--- src/rtl/apb_pkg.sv ---
// ---------------------------------------------------------------------------
// apb_pkg
// Shared types, defaults and the address-decode helper for the parametrised
// APB3 master (apb_master_nslv) and its address decoder (apb_addr_decoder).
//
// Contents:
//   apb_state_e        IDLE / SETUP / ACCESS bus phase
//   APB_BASE_ADDR_DEF  default address of the slave 0 window
//   APB_SLOT_BITS_DEF  default log2 of each slave window size
//   apb_decode_t       {hit, idx} result of an address decode
//   apb_decode()       slot index + hit from address, base, slot bits, count
// ---------------------------------------------------------------------------
package apb_pkg;

    typedef enum logic [1:0] {
        IDLE   = 2'd0,
        SETUP  = 2'd1,
        ACCESS = 2'd2
    } apb_state_e;

    localparam logic [31:0] APB_BASE_ADDR_DEF = 32'h1000_0000;
    localparam int          APB_SLOT_BITS_DEF = 12;

    // Up to 16 slaves, so a 4-bit index always suffices; the decode is done
    // at 64 bits so any supported address width fits.
    localparam int APB_IDX_MAX_W = 4;
    localparam int APB_DEC_W     = 64;

    typedef struct packed {
        logic                     hit;
        logic [APB_IDX_MAX_W-1:0] idx;
    } apb_decode_t;

    // An address below the base wraps to a huge offset, so the explicit
    // addr >= base term is what keeps those addresses from aliasing.
    function automatic apb_decode_t apb_decode(
        input logic [APB_DEC_W-1:0] addr,
        input logic [APB_DEC_W-1:0] base,
        input int                   slot_bits,
        input int                   num_slaves
    );
        apb_decode_t          res;
        logic [APB_DEC_W-1:0] slot;
        slot    = (addr - base) >> slot_bits;
        res.hit = (addr >= base) && (slot < APB_DEC_W'(num_slaves));
        res.idx = slot[APB_IDX_MAX_W-1:0];
        return res;
    endfunction

endpackage

--- src/rtl/apb_addr_decoder.sv ---
// ---------------------------------------------------------------------------
// apb_addr_decoder
// Combinational slave decoder for apb_master_nslv. Maps an address onto one
// of NUM_SLAVES equal windows of 2**SLOT_BITS bytes starting at BASE_ADDR.
//
// Ports:
//   addr_i  in   ADDR_W      address to decode
//   en_i    in   1           gates the one-hot select output
//   psel_o  out  NUM_SLAVES  one-hot select (all zero on miss or !en_i)
//   idx_o   out  IDX_W       slot index (meaningful only when hit_o)
//   hit_o   out  1           address falls inside the slave map
// ---------------------------------------------------------------------------
module apb_addr_decoder
    import apb_pkg::*;
#(
    parameter int                NUM_SLAVES = 5,
    parameter int                ADDR_W     = 32,
    parameter logic [ADDR_W-1:0] BASE_ADDR  = ADDR_W'(APB_BASE_ADDR_DEF),
    parameter int                SLOT_BITS  = APB_SLOT_BITS_DEF,
    parameter int                IDX_W      = (NUM_SLAVES > 1) ? $clog2(NUM_SLAVES) : 1
) (
    input  logic [ADDR_W-1:0]     addr_i,
    input  logic                  en_i,
    output logic [NUM_SLAVES-1:0] psel_o,
    output logic [IDX_W-1:0]      idx_o,
    output logic                  hit_o
);

    apb_decode_t dec;

    // Decode once and derive index, hit and the gated one-hot select from it.
    always_comb begin
        dec    = apb_decode(APB_DEC_W'(addr_i), APB_DEC_W'(BASE_ADDR), SLOT_BITS, NUM_SLAVES);
        hit_o  = dec.hit;
        idx_o  = dec.idx[IDX_W-1:0];
        psel_o = '0;
        if (en_i && dec.hit) begin
            psel_o[dec.idx[IDX_W-1:0]] = 1'b1;
        end
    end

endmodule

--- src/rtl/apb_master_nslv.sv ---
// ---------------------------------------------------------------------------
// apb_master_nslv
// Parametrised APB3 master bridging the core's single-request bus to
// NUM_SLAVES memory-mapped peripherals. One transfer in flight at a time;
// a request that misses the slave map is answered with an error response
// without running a bus cycle.
//
// Build option:
//   APB_MASTER_TIMEOUT_EN  when defined, an ACCESS phase that has not seen
//                          PREADY by its TIMEOUT_CYCLES-th cycle is aborted
//                          with rsp_err=1.
//
// Ports:
//   PCLK, PRESET        clock, asynchronous active-high reset
//   PADDR/PWRITE/PWDATA latched request address, direction, write data
//   PSTRB               latched write strobes (0 on reads)
//   PSEL, PENABLE       one-hot slave select, ACCESS-phase flag
//   PRDATA/PREADY/PSLVERR per-slave read data (slave i at i*DATA_W), ready, error
//   req_valid/req_ready request handshake (ready only in IDLE)
//   req_write/addr/wdata/strb request fields
//   rsp_valid           single-cycle completion pulse
//   rsp_rdata, rsp_err  read data (0 for writes/errors), error flag
// ---------------------------------------------------------------------------
module apb_master_nslv
    import apb_pkg::*;
#(
    parameter int                NUM_SLAVES     = 5,
    parameter int                ADDR_W         = 32,
    parameter int                DATA_W         = 32,
    parameter logic [ADDR_W-1:0] BASE_ADDR      = ADDR_W'(APB_BASE_ADDR_DEF),
    parameter int                SLOT_BITS      = APB_SLOT_BITS_DEF,
    parameter int                TIMEOUT_CYCLES = 16
) (
    input  logic                         PCLK,
    input  logic                         PRESET,
    output logic [ADDR_W-1:0]            PADDR,
    output logic                         PWRITE,
    output logic                         PENABLE,
    output logic [DATA_W-1:0]            PWDATA,
    output logic [DATA_W/8-1:0]          PSTRB,
    output logic [NUM_SLAVES-1:0]        PSEL,
    input  logic [NUM_SLAVES*DATA_W-1:0] PRDATA,
    input  logic [NUM_SLAVES-1:0]        PREADY,
    input  logic [NUM_SLAVES-1:0]        PSLVERR,
    input  logic                         req_valid,
    output logic                         req_ready,
    input  logic                         req_write,
    input  logic [ADDR_W-1:0]            req_addr,
    input  logic [DATA_W-1:0]            req_wdata,
    input  logic [DATA_W/8-1:0]          req_strb,
    output logic                         rsp_valid,
    output logic [DATA_W-1:0]            rsp_rdata,
    output logic                         rsp_err
);

    localparam int IDX_W = (NUM_SLAVES > 1) ? $clog2(NUM_SLAVES) : 1;

    apb_state_e state_q, state_d;

    logic [ADDR_W-1:0]     paddr_q;
    logic                  pwrite_q;
    logic [DATA_W-1:0]     pwdata_q;
    logic [DATA_W/8-1:0]   pstrb_q;
    logic [IDX_W-1:0]      idx_q;
    logic                  rsp_valid_q;
    logic                  rsp_err_q;
    logic [DATA_W-1:0]     rsp_rdata_q;

    logic [ADDR_W-1:0]     dec_addr;
    logic                  dec_en;
    logic [NUM_SLAVES-1:0] dec_psel;
    logic [IDX_W-1:0]      dec_idx;
    logic                  dec_hit;

    logic                  accept;
    logic                  sel_ready;
    logic                  sel_err;
    logic [DATA_W-1:0]     sel_rdata;
    logic                  timeout;

    // In IDLE the decoder looks at the incoming request to decide hit/miss;
    // during a transfer it re-decodes the latched address to drive PSEL, so
    // PSEL falls as soon as the state register is reset.
    assign dec_addr = (state_q == IDLE) ? req_addr : paddr_q;
    assign dec_en   = (state_q == SETUP) || (state_q == ACCESS);
    assign accept   = req_valid && (state_q == IDLE);

    apb_addr_decoder #(
        .NUM_SLAVES (NUM_SLAVES),
        .ADDR_W     (ADDR_W),
        .BASE_ADDR  (BASE_ADDR),
        .SLOT_BITS  (SLOT_BITS),
        .IDX_W      (IDX_W)
    ) u_dec (
        .addr_i (dec_addr),
        .en_i   (dec_en),
        .psel_o (dec_psel),
        .idx_o  (dec_idx),
        .hit_o  (dec_hit)
    );

    // Only the selected slave's return signals are ever looked at.
    assign sel_ready = PREADY[idx_q];
    assign sel_err   = PSLVERR[idx_q];
    assign sel_rdata = PRDATA[int'(idx_q)*DATA_W +: DATA_W];

`ifdef APB_MASTER_TIMEOUT_EN
    localparam int CNT_W = $clog2(TIMEOUT_CYCLES + 1);

    logic [CNT_W-1:0] cnt_q;

    // Counts ACCESS cycles of the current transfer; value k means this is
    // the (k+1)-th ACCESS cycle, so the abort fires when it reads
    // TIMEOUT_CYCLES-1 with PREADY still low.
    always_ff @(posedge PCLK or posedge PRESET) begin
        if (PRESET) begin
            cnt_q <= '0;
        end else if (state_d == SETUP) begin
            cnt_q <= '0;
        end else if (state_q == ACCESS) begin
            cnt_q <= cnt_q + 1'b1;
        end
    end

    assign timeout = (state_q == ACCESS) && !sel_ready &&
                     (cnt_q == CNT_W'(TIMEOUT_CYCLES - 1));
`else
    assign timeout = 1'b0;
`endif

    // State register.
    always_ff @(posedge PCLK or posedge PRESET) begin
        if (PRESET) begin
            state_q <= IDLE;
        end else begin
            state_q <= state_d;
        end
    end

    // Next-state logic; a decode miss never leaves IDLE.
    always_comb begin
        state_d = state_q;
        case (state_q)
            IDLE: begin
                if (accept && dec_hit) begin
                    state_d = SETUP;
                end
            end
            SETUP: begin
                state_d = ACCESS;
            end
            ACCESS: begin
                if (sel_ready || timeout) begin
                    state_d = IDLE;
                end
            end
            default: begin
                state_d = IDLE;
            end
        endcase
    end

    // Bus-phase outputs decoded straight from the state register.
    always_comb begin
        PSEL      = '0;
        PENABLE   = 1'b0;
        req_ready = 1'b0;
        case (state_q)
            IDLE: begin
                req_ready = 1'b1;
            end
            SETUP: begin
                PSEL = dec_psel;
            end
            ACCESS: begin
                PSEL    = dec_psel;
                PENABLE = 1'b1;
            end
            default: begin
                PSEL = '0;
            end
        endcase
    end

    // Request fields are captured on every accepted request, hit or miss,
    // and otherwise hold so the bus stays quiet between transfers.
    always_ff @(posedge PCLK or posedge PRESET) begin
        if (PRESET) begin
            paddr_q  <= '0;
            pwrite_q <= 1'b0;
            pwdata_q <= '0;
            pstrb_q  <= '0;
            idx_q    <= '0;
        end else if (accept) begin
            paddr_q  <= req_addr;
            pwrite_q <= req_write;
            pwdata_q <= req_wdata;
            pstrb_q  <= req_write ? req_strb : '0;
            idx_q    <= dec_idx;
        end
    end

    // Registered response: a one-cycle pulse for a decode miss, a normal
    // completion or a timeout. Data and error are cleared between pulses.
    always_ff @(posedge PCLK or posedge PRESET) begin
        if (PRESET) begin
            rsp_valid_q <= 1'b0;
            rsp_err_q   <= 1'b0;
            rsp_rdata_q <= '0;
        end else begin
            rsp_valid_q <= 1'b0;
            rsp_err_q   <= 1'b0;
            rsp_rdata_q <= '0;
            if (accept && !dec_hit) begin
                rsp_valid_q <= 1'b1;
                rsp_err_q   <= 1'b1;
            end else if ((state_q == ACCESS) && sel_ready) begin
                rsp_valid_q <= 1'b1;
                rsp_err_q   <= sel_err;
                rsp_rdata_q <= (!pwrite_q && !sel_err) ? sel_rdata : '0;
            end else if (timeout) begin
                rsp_valid_q <= 1'b1;
                rsp_err_q   <= 1'b1;
            end
        end
    end

    assign PADDR     = paddr_q;
    assign PWRITE    = pwrite_q;
    assign PWDATA    = pwdata_q;
    assign PSTRB     = pstrb_q;
    assign rsp_valid = rsp_valid_q;
    assign rsp_err   = rsp_err_q;
    assign rsp_rdata = rsp_rdata_q;

endmodule

--- config.mk ---
export PLATFORM = sky130hd
export DESIGN_NAME = apb_master_nslv
export DESIGN_NICKNAME = d
export VERILOG_FILES = /design/src/rtl/apb_pkg.sv /design/src/rtl/apb_addr_decoder.sv /design/src/rtl/apb_master_nslv.sv
export SDC_FILE = /design/constraint.sdc
export NUM_CORES = 1
export LEC_CHECK = 0
export ABC_AREA = 1
export CORE_AREA = 2 2 139 141
export DETAILED_ROUTE_END_ITERATION = 8
export DIE_AREA = 0 0 141 143
export PLACE_DENSITY = 0.77
export SLEW_MARGIN = 20
export SYNTH_ARGS = -nofsm -noshare
export SYNTH_HDL_FRONTEND = slang
export SYNTH_SLANG_ARGS = --single-unit
--- constraint.sdc ---
create_clock -name PCLK -period 10.6 [get_ports PCLK]
set_input_delay 3.18 -clock PCLK [delete_from_list [all_inputs] [get_ports PCLK]]
set_output_delay 3.18 -clock PCLK [all_outputs]
set_load 0.02 [all_outputs]
==> results.sh, run 1 <==
export IMPL_synth_cells=784
export IMPL_gr_total_overflow=0
export IMPL_nets=1345
export IMPL_drive_gt1_frac=0.0615
export IMPL_place_congestion=0.867
export IMPL_ctsLongestPathBuffers=2
export IMPL_fillers=1767
export IMPL_dieArea_mm2=0.0202
export IMPL_slew_violations=0
export IMPL_cts_resized_gates=0
export IMPL_yosysWarnings=0
export IMPL_max_cap_violations=0
export IMPL_die_y_um=143
export IMPL_cts_buffers=9
export IMPL_fin_crit_ns=8.53
export IMPL_rsz0062_at_grt="no"
export IMPL_antenna_left=0
export IMPL_start_kind="input pin"
export IMPL_holdBufCountCts=0
export IMPL_post_dp_hpwl_um=15900
export IMPL_setup_violations=0
export IMPL_crit_path_max_fanout=4
export IMPL_post_drt_wl_per_cell_um=15.8
export IMPL_setup_tns_ns=0
export IMPL_clk_pin_slew_ns=0.07
export IMPL_worst_pin_slew_ns=0.989
export IMPL_fin_hold_ws_ns=0.481
export IMPL_io_buffers=351
export IMPL_slew_headroom=0.340
export IMPL_end_kind="output pin"
export IMPL_avgSynthCellArea_um2=7.54
export IMPL_synth_area_mm2=0.00591
export IMPL_grt_max_degree=76
export IMPL_fin_util=0.527
export IMPL_cts_setup_buffers=0
export IMPL_ys_seq_elements=108
export IMPL_start_util=0.318
export IMPL_status="completed"
export IMPL_fp_dieW_um=141
export IMPL_p_per_area_mw_per_mm2=248
export IMPL_drc=0
export IMPL_ys_types=28
export IMPL_antenna_found_initial=0
export IMPL_placed_cell_area_mm2=0.00945
export IMPL_drtIter0Drc=309
export IMPL_stdcell_area_mm2=0.00979
export IMPL_vias=6365
export IMPL_clock_skew_ns=0.0108
export IMPL_hold_viol_final=0
export IMPL_grtUsageTotal=0.204
export IMPL_first_global_vias=6192
export IMPL_post_place_ws_ns=2.09
export IMPL_crit_required_ns=7.42
export IMPL_row_count=50
export IMPL_area_growth_syn_to_layout_pct=65.8
export IMPL_path_class="in -> out"
export IMPL_grt_pass1_wl_um=32300
export IMPL_core_area_mm2=0.0186
export IMPL_clk_insertion_delay_late_ns=0.35
export IMPL_cts_tree="done"
export IMPL_wirelength_um=21100
export IMPL_syn_num_nets=1029
export IMPL_p_leak_nw=4.24
export IMPL_cts_root_buf="clkbuf_16"
export IMPL_fin_crit_sh=0.805
export IMPL_yosysSeqAreaShare=0.457
export IMPL_ctsHtreeMaxLevel=3
export IMPL_hold_path_class="reg -> reg"
export IMPL_finalWorstSetupSlack_ns=2.07
export IMPL_first_pass_iters=7
export IMPL_cts_sinks=108
export IMPL_viasPerCell=4.75
export IMPL_diodes=0
export IMPL_reg2reg_slack_ns=7.60
export IMPL_arrival_ns=5.35
export IMPL_fmax_ghz=0.117
export IMPL_ioPinCount=352
export IMPL_ir_drop_mv=0.113
through the flow:
stage | cells | power (mW)
after global routing | 1339 | 2.60
after global placement | 1323 | 2.04
after floorplan | 784 | 1.52
after detailed placement | 1323 | 2.07
after CTS | 1339 | 2.45
final | 1339 | 2.43
cell usage in the layout (no fill, tap or decap), types with 2 or more instances in the layout:
cell type / Yosys / layout
a21oi_1: 62 / 62
buf_4: 4 / 7
bufinv_16: 0 / 2
clkbuf_16: 0 / 9
clkdlybuf4s50_1: 0 / 351
clkinv_2: 0 / 2
clkinv_4: 0 / 2
dfrtp_1: 108 / 107
ha_1: 3 / 3
inv_1: 27 / 25
nand2_1: 212 / 212
nand3_1: 12 / 12
nand3_2: 2 / 2
nand3b_1: 3 / 3
nand4_1: 7 / 7
nor2_1: 157 / 156
nor2_2: 1 / 2
nor2_4: 2 / 2
nor3_1: 5 / 5
nor3_2: 30 / 30
o21ai_0: 92 / 92
worst paths after layout:
path	startpoint	end	cells after the start
worst max-delay path	req_addr[13]	PSEL[4]	11
worst min-delay path	PWDATA[28]	PWDATA[28]	2
worst max register to register	state_q[0]	rsp_err	10
worst min register to register	PWDATA[28]	PWDATA[28]	2
max in group asynchronous	PRESET	idx_q[0]	3
min in group asynchronous	PRESET	rsp_rdata[8]	2
cells in the mapped netlist (all sizes together):
cell	n	area (um^2)
o22ai	1	6.26
nand3	14	80.1
a31oi	1	21.3
a22oi	1	7.51
buf	36	255
a21oi	63	327
nand2	213	802
nand3b	3	22.5
inv	29	114
o21ai	92	460
nand4	8	65.1
clkbuf	17	63.8
dfrtp	108	2700
nor2	160	618
nor3	35	325
ha	3	37.5
layer usage:
| metal | share of wire | GRT usage | wire length [um] | vias to the layer above |
|---|---|---|---|---|
| met3 | 0.068 | 0.0480 | 1450 | 54 |
| met5 | 0 | 0 | 0 | - |
| met2 | 0.49 | 0.358 | 10400 | 282 |
| met4 | 0.043 | 0.103 | 906 | 0 |
| li1 | - | - | - | 3157 |
| met1 | 0.40 | 0.234 | 8370 | 2872 |
report_power, final:
group,internal (mW),leakage (nW),switching [mW]
sequential,0.559,1.39,0.0863
clock,0.216,0.165,0.160
combinational,0.559,2.69,0.848
worst max-delay path: stages:
cell and delay [ns]:
clkdlybuf4s50_1 0.42, nand2_1 0.07, inv_1 0.08, nor2_2 0.15
nand2_1 0.08, nand2_1 0.14, nand3_2 0.12, a21oi_4 0.23
nand4_1 0.15, nor2_1 0.12, clkdlybuf4s50_1 0.61
registers in the layout, indices dropped and copies added (netlist names):
signal	count
PWRITE	1
PWDATA	32
state_q	2
rsp_err	1
idx_q	3
rsp_rdata	32
rsp_valid	1
PSTRB	4
PADDR	32
logic make-up (layout without fill, tap and decap cells):
group | count (synthesis) | in the layout | share of synthesized area
buffers and inverters | 82 | 403 | 0.0733
DFF | 108 | 108 | 0.457
AOI/OAI and AO/OA | 158 | 158 | 0.139
and+or+nand+nor | 433 | 433 | 0.324
adders and majority gates | 3 | 3 | 0.00635
final cells by class:
cell class | instances | area, um^2 | share of cell area
repair buffers | 358 | 3570 | 0.364
clock buffers | 10 | 239 | 0.0244
well taps | 234 | 293 | 0.0299
flip-flops and latches | 108 | 2700 | 0.276
clock inverters | 6 | 98.8 | 0.0101
inverters | 29 | 118 | 0.0120
multi-input cells | 594 | 2780 | 0.283
Note: power is estimated with default switching activity, not from simulation.
==> run 2: changes to the inputs <==
--- a/config.mk
+++ b/config.mk
@@ -6,10 +6,10 @@
 export NUM_CORES = 1
 export LEC_CHECK = 0
 export ABC_AREA = 1
-export CORE_AREA = 2 2 139 141
+export CORE_AREA = 2 2 136 138
 export DETAILED_ROUTE_END_ITERATION = 8
-export DIE_AREA = 0 0 141 143
-export PLACE_DENSITY = 0.77
+export DIE_AREA = 0 0 138 140
+export PLACE_DENSITY = 0.79
 export SLEW_MARGIN = 20
 export SYNTH_ARGS = -nofsm -noshare
 export SYNTH_HDL_FRONTEND = slang
==> constraint.sdc (replaced) <==
create_clock -name PCLK -period 8 [get_ports PCLK]
set_input_delay 2.4 -clock PCLK [delete_from_list [all_inputs] [get_ports PCLK]]
set_output_delay 2.4 -clock PCLK [all_outputs]
set_load 0.02 [all_outputs]
==> run 2 against run 1 <==
Effect of this change:
- flip-flop and latch count unchanged
- wire length is 1.0% lower
- global-route usage increased by 0.92 points
- sequential power up 32%
- clock skew is 0.00096 ns lower
- largest cell class unchanged
- die area shrank 4.2%
- power up 29%
==> results.sh, run 2 (synthesized netlist as in run 1, its figures left out) <==
export IMPL_status="completed"
export IMPL_clk_insertion_delay_late_ns=0.35
export IMPL_place_congestion=0.886
export IMPL_crit_path_max_fanout=4
export IMPL_drc=0
export IMPL_crit_required_ns=5.60
export IMPL_crit_family="buffers and inverters"
export IMPL_slew_headroom=0.398
export IMPL_p_leak_nw=4.22
export IMPL_grtUsageTotal=0.213
export IMPL_fin_crit_sh=0.875
export IMPL_critical_path_buf_inv_count=3
export IMPL_holdBufCountCts=0
export IMPL_die_y_um=140
export IMPL_hold_viol_final=0
export IMPL_ctsHtreeMaxLevel=3
export IMPL_fin_crit_ns=7.00
export IMPL_mostFrequentLayoutCell="clkdlybuf4s50_1"
export IMPL_core_area_mm2=0.0178
export IMPL_drtIter0Drc=312
export IMPL_cts_setup_buffers=0
export IMPL_fp_dieW_um=138
export IMPL_cts_root_buf="clkbuf_16"
export IMPL_grt_pass1_wl_um=32900
export IMPL_hold_path_class="reg -> reg"
export IMPL_max_stage_delay_ns=0.63
export IMPL_crit_top_cell="nand2_1"
export IMPL_drive_gt1_frac=0.0632
export IMPL_clk_pin_slew_ns=0.07
export IMPL_min_delay_start="PWDATA[20]"
export IMPL_ctsLongestPathBuffers=2
export IMPL_path_depth=11
export IMPL_post_drt_wl_per_cell_um=15.7
export IMPL_antenna_left=0
export IMPL_cp_cell_sequence="clkdlybuf4s50_1 -> nand2_1 -> inv_1 -> nor2_2 -> nand2_1 -> nand2_1 -> nand3_2 -> a21oi_4 -> nand4_1 -> nor2_1 -> clkdlybuf4s50_1"
export IMPL_cts_sinks=108
export IMPL_setup_violations=0
export IMPL_max_cap_violations=0
export IMPL_ioPinCount=352
export IMPL_final_seq_area_mm2=0.00270
export IMPL_r2r_end="idx_q[1]"
export IMPL_dp_cells=1320
export IMPL_row_count=49
export IMPL_clock_skew_ns=0.00988
export IMPL_first_pass_iters=5
export IMPL_fillers=1661
export IMPL_rsz0062_at_grt="no"
export IMPL_arrival_ns=4.60
export IMPL_path_class="in -> out"
export IMPL_slew_violations=0
export IMPL_p_per_area_mw_per_mm2=322
export IMPL_hold_end="PWDATA[20]"
export IMPL_io_buffers=351
export IMPL_antenna_found_initial=1
export IMPL_layout_common_cells="351 x clkdlybuf4s50_1, 212 x nand2_1, 156 x nor2_1, 107 x dfrtp_1, 92 x o21ai_0"
export IMPL_ir_drop_mv=0.217
export IMPL_reg2reg_from="state_q[0]"
export IMPL_dieArea_mm2=0.0193
export IMPL_cts_resized_gates=0
export IMPL_worst_pin_slew_ns=0.903
export IMPL_nets=1347
export IMPL_post_dp_hpwl_um=16200
export IMPL_r2r_cells=7
export IMPL_cts_buffers=9
export IMPL_multi_input_area_mm2=0.00278
export IMPL_cts_tree="done"
export IMPL_vias=6385
export IMPL_setup_tns_ns=0
export IMPL_end_kind="output pin"
export IMPL_wirelength_um=20900
export IMPL_reg2reg_slack_ns=4.96
export IMPL_start_util=0.332
export IMPL_gr_total_overflow=0
export IMPL_critPathSlowestCell="clkdlybuf4s50_1"
export IMPL_fmax_ghz=0.143
export IMPL_viasPerCell=4.78
export IMPL_hold_depth=2
export IMPL_first_global_vias=6193
export IMPL_area_growth_syn_to_layout_pct=65.4
export IMPL_start_kind="input pin"
export IMPL_grt_max_degree=71
export IMPL_fin_cells=1337
[run 2: changes by cell type in the layout (fill, tap and decap cells not counted), sizes merged]
cell	change
diode	+1
buf	+2
clkinvlp	+2
inv	+3
clkbuf	-1
bufinv	-2
clkinv	-2
[run 2: power by group]
group	switching (mW)	internal, mW
Combinational	1.11	0.752
Clock	0.212	0.216
Sequential	0.113	0.741
[run 2: worst reg2reg max path, cell delays in order (launching register included)]
cell,delay [ns]
dfrtp_1,0.37
inv_1,0.07
ha_1,0.32
buf_4,0.25
nand2_2,0.46
clkinv_2,0.87
nand2_1,0.38
o21ai_0,0.16
[run 2: how the worst max path moves through the flow]
stage / start / to / slack [ns]
after global placement: req_addr[13] / PSEL[0] / 1.04
after global routing: req_addr[13] / PSEL[0] / 0.88
after detailed placement: req_addr[12] / PSEL[0] / 1.0
after floorplan: req_addr[13] / PSEL[0] / 2.18
after CTS: req_addr[12] / PSEL[0] / 1.0
final: req_addr[13] / PSEL[0] / 1.0
[run 2: layer usage]
| metal | part of all wire | global-route usage | vias to the layer above |
|---|---|---|---|
| li1 | - | - | 3150 |
| met1 | 0.39 | 0.250 | 2880 |
| met2 | 0.50 | 0.366 | 302 |
| met3 | 0.069 | 0.0485 | 53 |
| met4 | 0.045 | 0.112 | 0 |
| met5 | 0 | 0 | - |
[run 2: metrics by stage]
stage	hold WS, ns	util	setup WS [ns]	instance area (um^2)	total power [mW]
finish	0.479	0.549	0.997	9770	3.14
global route	0.496	0.549	0.878	9770	3.39
CTS	0.484	0.549	0.998	9770	3.19
detailed placement	0.464	0.533	0.999	9480	2.75
global placement	0.460	0.532	1.04	9460	2.71
floorplan	0.467	-	2.18	5910	2.01
[run 2: layout make-up]
class                           instances  share of cell area
Clock buffer                            9              0.0231
Inverter                               29              0.0120
Tap cell                              229              0.0293
Clock inverter                          7             0.00589
Multi-Input combinational cell        594               0.284
Antenna cell                            1            0.000256
Timing Repair Buffer                  360               0.369
Sequential cell                       108               0.277
==> run 3: changes to the inputs <==
--- a/config.mk
+++ b/config.mk
@@ -6,6 +6,7 @@
 export NUM_CORES = 1
 export LEC_CHECK = 0
 export ABC_AREA = 1
+export ABC_CLOCK_PERIOD_IN_PS = 8000
 export CORE_AREA = 2 2 136 138
 export DETAILED_ROUTE_END_ITERATION = 8
 export DIE_AREA = 0 0 138 140
==> constraint.sdc (replaced) <==
create_clock -name PCLK -period 8 [get_ports PCLK]
set_input_delay 2.4 -clock PCLK [delete_from_list [all_inputs] [get_ports PCLK]]
set_output_delay 2.4 -clock PCLK [all_outputs]
set_load 0.01 [all_outputs]
==> run 3 against run 2 <==
Effect of this change:
- hold slack better by 0.00084 ns
- clock skew about the same
- largest cell class unchanged
- utilization down 0.091 points
- via count down 0.38%
- highest routed layer unchanged
==> results.sh, run 3 (synthesized netlist as in run 1, its figures left out) <==
export IMPL_drtIter0Drc=385
export IMPL_antenna_found_initial=1
export IMPL_slew_headroom=0.390
export IMPL_critPathSlowestCell="clkdlybuf4s50_1"
export IMPL_max_stage_delay_ns=0.56
export IMPL_ctsLongestPathBuffers=2
export IMPL_area_growth_syn_to_layout_pct=65.1
export IMPL_row_count=49
export IMPL_reg2reg_slack_ns=4.87
export IMPL_crit_top_cell="nand2_1"
export IMPL_drive_gt1_frac=0.0624
export IMPL_grt_max_degree=71
export IMPL_start_util=0.332
export IMPL_viasPerCell=4.76
export IMPL_max_cap_violations=0
export IMPL_rsz0062_at_grt="no"
export IMPL_ctsHtreeMaxLevel=3
export IMPL_post_dp_hpwl_um=16100
export IMPL_clk_insertion_delay_late_ns=0.35
export IMPL_power_total_mw=2.99
export IMPL_grt_use_met3=0.0465
export IMPL_use_met1=0.252
export IMPL_crit_path_max_fanout=4
export IMPL_grtUsageTotal=0.213
export IMPL_p_per_area_mw_per_mm2=307
export IMPL_nets=1347
export IMPL_ioPinCount=352
export IMPL_status="completed"
export IMPL_dieArea_mm2=0.0193
export IMPL_clk_pin_slew_ns=0.07
export IMPL_setup_tns_ns=0
export IMPL_cts_buffers=9
export IMPL_clock_skew_ns=0.00996
export IMPL_dp_cells=1320
export IMPL_post_place_ws_ns=1.09
export IMPL_hold_path_class="reg -> reg"
export IMPL_holdBufCountCts=0
export IMPL_finalWorstSetupSlack_ns=1.07
export IMPL_grt_pass1_wl_um=33000
export IMPL_crit_required_ns=5.60
export IMPL_met2_usage=0.367
export IMPL_stdcell_area_mm2=0.00975
export IMPL_vias=6361
export IMPL_path_class="in -> out"
export IMPL_fin_cells=1336
export IMPL_fin_crit_ns=6.93
export IMPL_reg2reg_from="state_q[0]"
export IMPL_cts_tree="done"
export IMPL_fp_dieW_um=138
export IMPL_post_drt_wl_per_cell_um=15.7
export IMPL_die_y_um=140
export IMPL_cts_sinks=108
export IMPL_core_area_mm2=0.0178
export IMPL_hold_depth=2
export IMPL_gr_total_overflow=0
export IMPL_switching_share=0.431
export IMPL_first_pass_iters=5
export IMPL_placed_cell_area_mm2=0.00948
export IMPL_setup_violations=0
export IMPL_hold_end="PADDR[0]"
export IMPL_p_sw_mw=1.29
export IMPL_p_leak_nw=4.22
export IMPL_place_congestion=0.889
export IMPL_layout_common_cells="351 x clkdlybuf4s50_1, 212 x nand2_1, 156 x nor2_1, 107 x dfrtp_1, 92 x o21ai_0"
export IMPL_cp_cell_sequence="clkdlybuf4s50_1 -> nand2_1 -> inv_1 -> nor2_2 -> nand2_1 -> nand2_1 -> nand3_2 -> a21oi_4 -> nand4_1 -> nor2_1 -> clkdlybuf4s50_1"
export IMPL_cts_root_buf="clkbuf_16"
export IMPL_cts_resized_gates=0
export IMPL_fmax_ghz=0.144
export IMPL_worst_pin_slew_ns=0.914
export IMPL_power_frac_clock=0.140
export IMPL_fin_util=0.549
export IMPL_slew_violations=0
export IMPL_r2r_end="PADDR[13]"
export IMPL_start_kind="input pin"
export IMPL_arrival_ns=4.53
export IMPL_fin_hold_ws_ns=0.480
export IMPL_hold_viol_final=0
export IMPL_wirelength_um=21000
export IMPL_drc=0
export IMPL_p_comb_frac=0.574
export IMPL_end_kind="output pin"
export IMPL_busiest_layer="met2"
export IMPL_p_int_mw=1.70
export IMPL_ir_drop_mv=0.175
export IMPL_pwr_share_seq=0.286
export IMPL_io_buffers=351
export IMPL_cts_setup_buffers=0
export IMPL_mostFrequentLayoutCell="clkdlybuf4s50_1"
export IMPL_min_delay_start="PADDR[0]"
export IMPL_antenna_left=0
export IMPL_first_global_vias=6354
export IMPL_r2r_cells=7
export IMPL_fin_crit_sh=0.866
[run 3: cell types whose count changed in the layout (fill, tap and decap cells not counted)]
cell and delta:
buf_12 +1, buf_16 -1, inv_6 -1
[run 3: worst max-delay path by stage]
stage                             from       to  depth (start not counted)  slack, ns
after floorplan           req_addr[13]  PSEL[0]                          9       2.30
after global placement    req_addr[13]  PSEL[0]                         11       1.10
after detailed placement  req_addr[12]  PSEL[0]                         11       1.09
after CTS                 req_addr[12]  PSEL[0]                         11       1.08
after global routing      req_addr[13]  PSEL[0]                         11       0.92
final                     req_addr[13]  PSEL[0]                         11       1.07
[run 3: cell type report]
cell class	count	area, um^2
Clock buffer	9	225
Sequential cell	108	2700
Tap cell	229	287
Multi-Input combinational cell	594	2780
Timing Repair Buffer	360	3590
Fill cell	1684	8030
Inverter	29	118
Antenna cell	1	2.50
Clock inverter	6	48.8
[run 3: worst max-delay path: cells and delay by family]
family,cells,cell delay (ns)
AOI/OAI and AO/OA,1,0.25
buffers and inverters,3,1.04
and+or+nand+nor,7,0.85
[run 3: power groups by stage]
stage	logic, mW	registers (mW)	clock network (mW)
after detailed placement	1.73	0.864	0
after global routing	1.90	0.881	0.452
after CTS	1.74	0.856	0.436
after floorplan	0.925	0.941	0
final	1.72	0.856	0.418
after global placement	1.71	0.851	0
[run 3: per-layer routing]
layer,wire [um],vias up
li1,-,3153
met1,8360,2874
met2,10400,286
met3,1410,48
met4,888,0
met5,0,-
